## config.mk

```make
export PLATFORM = sky130hd
export DESIGN_NAME = tm1638_device_responder
export DESIGN_NICKNAME = d
export VERILOG_FILES = /design/src/rtl/tm1638_device_responder.sv
export SDC_FILE = /design/constraint.sdc
export NUM_CORES = 1
export LEC_CHECK = 0
export CAP_MARGIN = 10
export CORE_UTILIZATION = 25
export DETAILED_ROUTE_END_ITERATION = 10
export MAX_ROUTING_LAYER = met4
export SYNTH_ARGS = -nofsm -noshare
export SYNTH_HDL_FRONTEND = slang
export SYNTH_SLANG_ARGS = --single-unit
```

## constraint.sdc

```tcl
create_clock -name mclk -period 6.7 [get_ports mclk]
set_input_delay 1.34 -clock mclk [delete_from_list [all_inputs] [get_ports mclk]]
set_output_delay 1.34 -clock mclk [all_outputs]
set_load 0.005 [all_outputs]
```

## src/rtl/tm1638_device_responder.sv

```systemverilog
// TM1638 chip-side responder: decodes master commands, holds the 16-byte display RAM
// and shifts out four key-scan bytes on a read, all oversampled by mclk.
module tm1638_device_responder #(
    parameter int SYNC_STAGES = 2
) (
    input  logic        mclk,
    input  logic        rst_n,
    input  logic        stb_in,
    input  logic        clk_in,
    input  logic        dio_in,
    output logic        dio_out,
    output logic        dio_oe,
    input  logic [31:0] key_data,
    input  logic [3:0]  disp_raddr,
    output logic [7:0]  disp_rdata,
    output logic        disp_on,
    output logic [2:0]  brightness,
    output logic        frame_done,
    output logic        cmd_err
);

    typedef enum logic [2:0] {
        IDLE,
        CMD,
        WDATA,
        RDATA,
        IGNORE
    } state_t;

    state_t state, state_next;

    logic [SYNC_STAGES-1:0] stb_sync, clk_sync, dio_sync;
    logic                   stb_prev, clk_prev;
    logic                   stb_s, clk_s, dio_s;
    logic                   clk_rise, clk_fall, stb_fall;

    logic [6:0]  sr;
    logic [7:0]  byte_next;
    logic [2:0]  bit_cnt;
    logic [4:0]  bit_idx;
    logic [31:0] tx_reg;
    logic [3:0]  addr;
    logic        rd_mode, fixed_mode, byte_seen;
    logic [7:0]  ram [16];

    logic start_frame, frame_end, shift_en, cmd_done, ram_we;
    logic cmd_data, cmd_ctrl, cmd_addr, cmd_undef;
    logic rd_drive, rd_step, rd_stop;

    // stb syncs reset low so a frame already in progress at reset release is
    // never joined: entering CMD needs a genuine high-to-low transition.
    always_ff @(posedge mclk or negedge rst_n) begin
        if (!rst_n) begin
            stb_sync <= '0;
            clk_sync <= '1;
            dio_sync <= '0;
            stb_prev <= 1'b0;
            clk_prev <= 1'b1;
        end else begin
            stb_sync <= {stb_sync[SYNC_STAGES-2:0], stb_in};
            clk_sync <= {clk_sync[SYNC_STAGES-2:0], clk_in};
            dio_sync <= {dio_sync[SYNC_STAGES-2:0], dio_in};
            stb_prev <= stb_s;
            clk_prev <= clk_s;
        end
    end

    assign stb_s     = stb_sync[SYNC_STAGES-1];
    assign clk_s     = clk_sync[SYNC_STAGES-1];
    assign dio_s     = dio_sync[SYNC_STAGES-1];
    assign clk_rise  = clk_s & ~clk_prev;
    assign clk_fall  = ~clk_s & clk_prev;
    assign stb_fall  = ~stb_s & stb_prev;
    assign byte_next = {dio_s, sr};

    always_ff @(posedge mclk or negedge rst_n) begin
        if (!rst_n) begin
            state <= IDLE;
        end else begin
            state <= state_next;
        end
    end

    // A high stb closes the frame from any state and outranks a coincident clock rise.
    always_comb begin
        state_next = state;
        if (state == IDLE) begin
            if (stb_fall) begin
                state_next = CMD;
            end
        end else if (stb_s) begin
            state_next = IDLE;
        end else begin
            case (state)
                CMD: begin
                    if (clk_rise && bit_cnt == 3'd7) begin
                        case (byte_next[7:6])
                            2'b01:   state_next = byte_next[1] ? RDATA : IGNORE;
                            2'b11:   state_next = WDATA;
                            default: state_next = IGNORE;
                        endcase
                    end
                end
                RDATA: begin
                    if (clk_rise && bit_idx == 5'd31) begin
                        state_next = IGNORE;
                    end
                end
                default: state_next = state;
            endcase
        end
    end

    always_comb begin
        start_frame = 1'b0;
        frame_end   = 1'b0;
        shift_en    = 1'b0;
        cmd_done    = 1'b0;
        ram_we      = 1'b0;
        rd_drive    = 1'b0;
        rd_step     = 1'b0;
        rd_stop     = 1'b0;
        if (state == IDLE) begin
            start_frame = stb_fall;
        end else if (stb_s) begin
            frame_end = 1'b1;
        end else begin
            case (state)
                CMD: begin
                    shift_en = clk_rise;
                    cmd_done = clk_rise && (bit_cnt == 3'd7);
                end
                WDATA: begin
                    shift_en = clk_rise;
                    ram_we   = clk_rise && (bit_cnt == 3'd7);
                end
                RDATA: begin
                    rd_drive = clk_fall;
                    rd_step  = clk_rise;
                    rd_stop  = clk_rise && (bit_idx == 5'd31);
                end
                default: ;
            endcase
        end
        cmd_data  = cmd_done && (byte_next[7:6] == 2'b01);
        cmd_ctrl  = cmd_done && (byte_next[7:6] == 2'b10);
        cmd_addr  = cmd_done && (byte_next[7:6] == 2'b11);
        cmd_undef = cmd_done && (byte_next[7:6] == 2'b00);
    end

    always_ff @(posedge mclk or negedge rst_n) begin
        if (!rst_n) begin
            sr         <= '0;
            bit_cnt    <= '0;
            byte_seen  <= 1'b0;
            frame_done <= 1'b0;
            cmd_err    <= 1'b0;
            rd_mode    <= 1'b0;
            fixed_mode <= 1'b0;
            disp_on    <= 1'b0;
            brightness <= '0;
            addr       <= '0;
        end else begin
            frame_done <= frame_end && byte_seen;
            cmd_err    <= cmd_undef;
            if (start_frame) begin
                bit_cnt   <= '0;
                byte_seen <= 1'b0;
            end else if (shift_en) begin
                sr      <= byte_next[7:1];
                bit_cnt <= bit_cnt + 3'd1;
            end
            if (cmd_done || ram_we) begin
                byte_seen <= 1'b1;
            end
            if (cmd_data) begin
                rd_mode    <= byte_next[1];
                fixed_mode <= byte_next[2];
            end
            if (cmd_ctrl) begin
                disp_on    <= byte_next[3];
                brightness <= byte_next[2:0];
            end
            if (cmd_addr) begin
                addr <= byte_next[3:0];
            end else if (ram_we && !fixed_mode) begin
                addr <= addr + 4'd1;
            end
        end
    end

    // Key bytes are frozen at command decode so the host may change key_data mid-read.
    always_ff @(posedge mclk or negedge rst_n) begin
        if (!rst_n) begin
            tx_reg  <= '0;
            bit_idx <= '0;
            dio_oe  <= 1'b0;
            dio_out <= 1'b0;
        end else begin
            if (cmd_data && byte_next[1]) begin
                tx_reg  <= key_data;
                bit_idx <= '0;
            end else if (rd_step) begin
                bit_idx <= bit_idx + 5'd1;
            end
            if (frame_end || rd_stop) begin
                dio_oe  <= 1'b0;
                dio_out <= 1'b0;
            end else if (rd_drive) begin
                dio_oe  <= 1'b1;
                dio_out <= tx_reg[bit_idx];
            end
        end
    end

    always_ff @(posedge mclk or negedge rst_n) begin
        if (!rst_n) begin
            for (int i = 0; i < 16; i++) begin
                ram[i] <= '0;
            end
        end else if (ram_we) begin
            ram[addr] <= byte_next;
        end
    end

    assign disp_rdata = ram[disp_raddr];

endmodule

```

==> implementation parameters, run 1 <==
Parameter                              Value

Synthesis
  Number of register bits inferred by synthesis    200
  Commonest register cell after synthesis    sky130_fd_sc_hd__dfrtp_1
  Library cell occupying the most area in the post-synthesis netlist    sky130_fd_sc_hd__dfrtp_1
  Post-synth design cell area    9170 um2
  Asr flop ratio synth    100%
  Mapped Cells    597
  Distinct cell type count of the synthesized netlist    53
  Sequential area share after synthesis    54.6%
  Post-Synthesis Net Count    646
  Yosys Warn Count    0
  Top cell type's share of synthesized area    between 50% and 60%
  Synth Area per Inst    15.4 um2
  Main area contributors after synthesis    sky130_fd_sc_hd__dfrtp_1 (54%), sky130_fd_sc_hd__mux2_2 (17%), sky130_fd_sc_hd__mux4_2 (11%)
  Post-synth EDFFs    0

Timing
  Hold Worst Slack    0.350 ns
  Slew HR    26.2%
  Time the final worst path needs with I/O delays and setup    5.14 ns
  Max Clock Freq    195 MHz
  Final setup skew    0.0115 ns
  RSZ-0062 raised after global routing    false
  Worst slew pin tran    1.11 ns
  Crit share post-route    76.7%
  Final setup violation count    0
  Slew Limit Fails    0
  Final TNS setup    0 ns
  Total count of hold-check failures in the final report    0

Global route
  Largest net degree at the start of global routing    87
  Global-route wire length before repair    32800 um
  Initial antenna violation count    0
  Combined global-route utilization of all metal layers    11.8%
  Aggregate global routing overflow    0
  Via count of the first global-routing pass    5339

Power
  Relative contribution of combinational cells to total power    roughly 5.4%
  Portion of total power attributed to the clock network    42.1%
  Cell area power density    between 200 and 250 nW/um2
  Cell internal power dissipation    0.00183 W
  Overall power of the completed layout    0.00246 W
  Power dissipated by switching net loads    0.000633 W
  Lkg Pwr    4.96 nW
  Register share of total power    52.5%
  Switching share of power    25.7%
  Worst ir drop on vdd    about 120 uV

Layout
  Top library cells by usage in the layout, fill and taps aside    sky130_fd_sc_hd__dfrtp_1 (197), sky130_fd_sc_hd__mux2_2 (142), sky130_fd_sc_hd__clkdlybuf4s50_1 (54), sky130_fd_sc_hd__mux4_2 (46), sky130_fd_sc_hd__mux2_1 (33)
  Area added between synthesis and finish    17.3%
  Flip-flop count of the largest register, all copies and words added    128
  Nets    slightly below 700
  Most common library cell in the layout ignoring fill and taps    sky130_fd_sc_hd__dfrtp_1
  Fraction of final layout cells sized beyond drive strength 1    38.4%
  Fin area    between 10000 and 15000 um2
  Core utilization of the finished layout    30.0%
  Layout filler cell count    3497
  Ant diodes    0

Floorplanning
  Effective utilization at floorplan    25.6%
  Horizontal die dimension    just under 200 um
  Die boundary height    193 um
  Placeable core area    35800 um2
  Core Rows    69
  Die outline area    ~37000 um2
  Ports placed on the boundary    57

Worst setup path
  Number of cells on the critical path    4
  Setup crit start kind    input pin
  Crit path DAT    3.80 ns
  Path depth of the worst reg2reg path    4
  Endpoint type of the worst setup path    primary output
  Family of cells with the greatest summed delay on the critical path    buffers and inverters
  Maximum fanout along the worst path    32
  Buffers plus inverters on the worst setup path    2
  Data required time at the worst endpoint    between 5 and 6 ns
  Cells along the critical path    buf_2 -> mux4_2 -> mux4_2 -> clkdlybuf4s50_1
  Largest stage delay on the critical path    around 0.82 ns
  Type of the worst setup path    in2out
  Slowest cell on crit path    sky130_fd_sc_hd__buf_2
  Cell repeated most along the worst path    sky130_fd_sc_hd__mux4_2

Routing
  1st-pass router iterations    6
  Detailed-route via count    5112
  Wire per inst    18.3 um
  Routed vias/inst    4.61
  Number of DRC markers after the initial detailed-route iteration    between 200 and 300
  DRC violation count after routing    0
  Antenna-violating nets left    0
  Routed wire length    20300 um

Clocking
  # Post-CTS Setup Buffers    0
  Number of buffers created by CTS    17
  CTS tree    done
  Buffers from clock root to sink, at most    2
  Number of gates given a new drive strength after cts    0
  Number of sinks driven by the clock tree    200
  Count of H-tree levels built during CTS    4
  Clock transition time at the flip-flop clock pins of the worst setup and hold paths    0.07 ns
  Clock latency reported for the late side of the worst-skew pair    0.44 ns
  Clock tree root buffer cell    sky130_fd_sc_hd__clkbuf_16
  Post-CTS Hold Buffers    0

Hold path
  Min-Delay Path Class    reg2reg
  Worst Hold Depth    0

Placed design
  HPWL reported at the end of detailed placement    between 10000 and 15000 um
  RePlAce Congestion    0.727
  Area post-placement    about 10000 um2
  Buffers on Ports    56

Outcome
  Result of the run    completed

Run
  Max-capacitance violation count    0
-- kinds of logic (layout without fill, tap and decap cells) --
kind of cell	Yosys count	count (layout)	synth area share [%]
adders and majority gates	8	8	1.09
DFF	200	200	54.6
buffers and inverters	46	97	2.33
muxes	226	226	33.3
and+or+nand+nor	86	86	6.25
xor gates and xnor gates	5	5	0.478
AOI/OAI and AO/OA	26	26	1.87
-- layout make-up --
type                       count  area (um2)  share of cell area (%)
sequential                   200        5010                    46.6
timing repair buffer          60         589                    5.48
clock buffer                  19         443                    4.12
inverter                       5        18.8                   0.175
multi-input combinational    351        3960                    36.8
clock inverter                13         154                    1.43
tap                          461         577                    5.37
-- path summary, 6_finish.rpt --
check,slack (ns),start,end
max,1.56,disp_raddr[0],disp_rdata[6]
min,0.35,dio_sync[0],dio_sync[1]
max reg2reg,3.46,stb_sync[1],ram[18]
min reg2reg,0.35,dio_sync[0],dio_sync[1]
max in group asynchronous,4.36,rst_n,tx_reg[21]
min in group asynchronous,0.94,rst_n,ram[16]
-- routing by layer --
metal | global-route usage, % | part of all wire (%) | vias up
met2 | 18.3 | 49 | 79
met1 | 15.5 | 47 | 2711
met3 | 1.97 | 2.3 | 23
li1 | - | - | 2299
met5 | - | 0 | -
met4 | 4.36 | 2.1 | 0
-- cell usage after synthesis (all sizes together), types with 3 or more instances --
master / instances
nand3: 12
xor2: 3
dfrtp: 197
or3: 3
mux2: 175
nand2b: 5
a21oi: 6
clkbuf: 25
buf: 16
nor2: 11
nor2b: 4
ha: 8
mux4: 46
o21ai: 6
mux2i: 5
nor3: 7
inv: 5
nor4: 3
nand4: 4
and3: 5
nand2: 20
dfstp: 3
o22ai: 3
-- power groups by stage --
stage | Sequential (W) | Combinational, W | Clock [W]
2_1_floorplan | 0.00126 | 0.000107 | 0
3_3_place_gp | 0.00131 | 0.000134 | 0
3_5_place_dp | 0.00132 | 0.000135 | 0
4_1_cts | 0.00129 | 0.000136 | 0.00107
5_1_grt | 0.00130 | 0.000149 | 0.00111
6_report | 0.00129 | 0.000133 | 0.00104
-- stage by stage --
stage / worst slack [ns] / instances
3_3_place_gp: 1.54 / 1077
3_5_place_dp: 1.46 / 1077
5_1_grt: 1.37 / 1109
2_1_floorplan: 2.51 / 597
4_1_cts: 1.46 / 1109
6_report: 1.56 / 1109
Power figures use the tool's default switching activity.
==> run 2, diff against run 1 <==
- clock period: 6.7 -> 5.4 ns (I/O delays scaled with it)
==> implementation parameters, run 2 (synthesis results as in run 1) <==
Parameter                              Value

Timing
  Total count of hold-check failures in the final report    0 (unchanged)
  Final setup violation count    0 (unchanged)
  Slew HR    33.9% (was 26.2%)
  Time the final worst path needs with I/O delays and setup    approximately 4.4 ns
  Hold Worst Slack    0.353 ns (was 0.350 ns)
  Crit share post-route    between 80% and 90%
  Max Clock Freq    226 MHz
  Final setup skew    0.00965 ns (was 0.0115 ns)
  Final TNS setup    0 ns (unchanged)
  Worst slew pin tran    0.983 ns (was 1.11 ns)
  Slew Limit Fails    0 (unchanged)
  RSZ-0062 raised after global routing    false (unchanged)
  Fin worst setup slack    0.971 ns (was 1.56 ns)

Routing
  Detailed-route via count    5098 (was 5112)
  DRC violation count after routing    0 (unchanged)
  Wire per inst    18.1 um (was 18.3 um)
  Number of DRC markers after the initial detailed-route iteration    268 (was 259)
  Routed wire length    20000 um (was 20300 um)
  Antenna-violating nets left    0 (unchanged)
  1st-pass router iterations    4 (was 6)
  Routed vias/inst    4.60 (was 4.61)

Floorplanning
  Ports placed on the boundary    57 (unchanged)
  Effective utilization at floorplan    25.6% (unchanged)
  Die outline area    37400 um2 (unchanged)
  Die boundary height    193 um (unchanged)
  Placeable core area    35800 um2 (unchanged)
  Horizontal die dimension    193 um (unchanged)
  Core Rows    69 (unchanged)

Power
  Cell area power density    282 nW/um2 (was 229 nW/um2)
  Lkg Pwr    4.96 nW (about the same)
  Worst ir drop on vdd    170 uV (was 117 uV)
  Overall power of the completed layout    0.00304 W (was 0.00246 W)

Clocking
  Clock tree root buffer cell    sky130_fd_sc_hd__clkbuf_16 (unchanged)
  Number of buffers created by CTS    17 (unchanged)
  Clock latency reported for the late side of the worst-skew pair    0.44 ns (about the same)
  Buffers from clock root to sink, at most    2 (unchanged)
  CTS tree    done (unchanged)
  Number of sinks driven by the clock tree    200 (unchanged)
  Count of H-tree levels built during CTS    4 (unchanged)
  Clock transition time at the flip-flop clock pins of the worst setup and hold paths    0.07 ns (about the same)
  # Post-CTS Setup Buffers    0 (unchanged)
  Number of gates given a new drive strength after cts    0 (unchanged)
  Post-CTS Hold Buffers    0 (unchanged)

Layout
  Area added between synthesis and finish    17.5% (was 17.3%)
  Layout filler cell count    3499 (was 3497)
  Top library cells by usage in the layout, fill and taps aside    sky130_fd_sc_hd__dfrtp_1 (197), sky130_fd_sc_hd__mux2_2 (142), sky130_fd_sc_hd__clkdlybuf4s50_1 (54), sky130_fd_sc_hd__mux4_2 (46), sky130_fd_sc_hd__mux2_1 (33) (unchanged)
  Most common library cell in the layout ignoring fill and taps    sky130_fd_sc_hd__dfrtp_1 (unchanged)
  Nets    684 (unchanged)
  Flip-flop count of the largest register, all copies and words added    128 (unchanged)
  Fraction of final layout cells sized beyond drive strength 1    38.6% (was 38.4%)
  Ant diodes    0 (unchanged)

Worst setup path
  Type of the worst setup path    in2out (unchanged)
  Maximum fanout along the worst path    32 (unchanged)
  Slowest cell on crit path    sky130_fd_sc_hd__mux4_2 (was sky130_fd_sc_hd__buf_2)
  Cells along the critical path    clkdlybuf4s50_1 -> buf_4 -> mux4_2 -> mux4_2 -> clkdlybuf4s50_1 (was buf_2 -> mux4_2 -> mux4_2 -> clkdlybuf4s50_1)
  Data required time at the worst endpoint    4.32 ns (was 5.36 ns)
  Largest stage delay on the critical path    0.53 ns (was 0.82 ns)
  Setup crit start kind    input pin (unchanged)
  Crit path DAT    3.35 ns (was 3.80 ns)
  Endpoint type of the worst setup path    primary output (unchanged)

Hold path
  Min-Delay Path Class    reg2reg (unchanged)

Global route
  Via count of the first global-routing pass    5408 (was 5339)
  Global routing's busiest layer    met2 (unchanged)
  Fraction of met3 tracks used by global routing    1.85% (was 1.97%)
  Initial antenna violation count    0 (unchanged)
  M2 GR Usage    19.1% (was 18.3%)
  GR met1 Demand/Resource    14.8% (was 15.5%)
  Combined global-route utilization of all metal layers    11.7% (was 11.8%)
  Global-route wire length before repair    32700 um (was 32800 um)
  Aggregate global routing overflow    0 (unchanged)
  Largest net degree at the start of global routing    148 (was 87)

Placed design
  Buffers on Ports    56 (unchanged)
  Post-place setup slack    0.962 ns (was 1.46 ns)
  RePlAce Congestion    0.710 (was 0.727)
  HPWL reported at the end of detailed placement    13000 um (about the same)

Outcome
  Result of the run    completed (unchanged)

Run
  Max-capacitance violation count    0 (unchanged)
run 2: cell count changes in the layout (fill, tap and decap cells not counted):
cell | before | now
sky130_fd_sc_hd__clkinvlp_4 | 1 | 2
sky130_fd_sc_hd__buf_4 | 4 | 2
sky130_fd_sc_hd__clkbuf_1 | 1 | 0
sky130_fd_sc_hd__clkinv_2 | 0 | 2
sky130_fd_sc_hd__inv_8 | 2 | 1
sky130_fd_sc_hd__clkinv_8 | 2 | 3
sky130_fd_sc_hd__inv_6 | 5 | 4
sky130_fd_sc_hd__buf_12 | 0 | 2
sky130_fd_sc_hd__clkbuf_8 | 2 | 1
run 2: where the power goes:
group	switching, W	internal (W)	total [W]
logic	0.0000855	0.0000812	0.000167
registers	0.0000822	0.00152	0.00160
clock network	0.000614	0.000656	0.00127
total	0.000782	0.00226	0.00304
run 2: worst max-delay path: cells and delay by family:
family                 cells  cell delay, ns
multiplexers               2            0.91
buffers and inverters      3            1.32
run 2: area by class of cell:
| cell class | instances | area, um2 | area share [%] |
|---|---|---|---|
| Sequential cell | 200 | 5010 | 46.5 |
| Clock buffer | 17 | 425 | 3.95 |
| Multi-Input combinational cell | 351 | 3960 | 36.8 |
| Inverter | 5 | 18.8 | 0.174 |
| Timing Repair Buffer | 60 | 614 | 5.70 |
| Clock inverter | 15 | 168 | 1.56 |
| Tap cell | 461 | 577 | 5.35 |
run 2: path summary, 6_finish.rpt:
path | slack (ns) | cells past startpoint | endpoint | startpoint
max in group asynchronous | 3.65 | 2 | bit_cnt[2] | rst_n
min | 0.35 | 0 | dio_sync[1] | dio_sync[0]
min reg2reg | 0.35 | 0 | dio_sync[1] | dio_sync[0]
min in group asynchronous | 0.59 | 1 | ram[108] | rst_n
max | 0.97 | 5 | disp_rdata[6] | disp_raddr[1]
max reg2reg | 2.19 | 4 | ram[30] | stb_sync[1]
run 2: stage by stage:
step | cell area (um2) | instances | util, %
floorplan | 9170 | 597 | -
global placement | 10200 | 1077 | 28.4
detailed placement | 10200 | 1077 | 28.4
CTS | 10800 | 1109 | 30.1
global route | 10800 | 1109 | 30.1
finish | 10800 | 1109 | 30.1
run 2: metal layers:
layer	vias up	wire, um
li1	2298	-
met1	2720	9210
met2	62	10100
met3	18	390
met4	0	315
met5	-	0
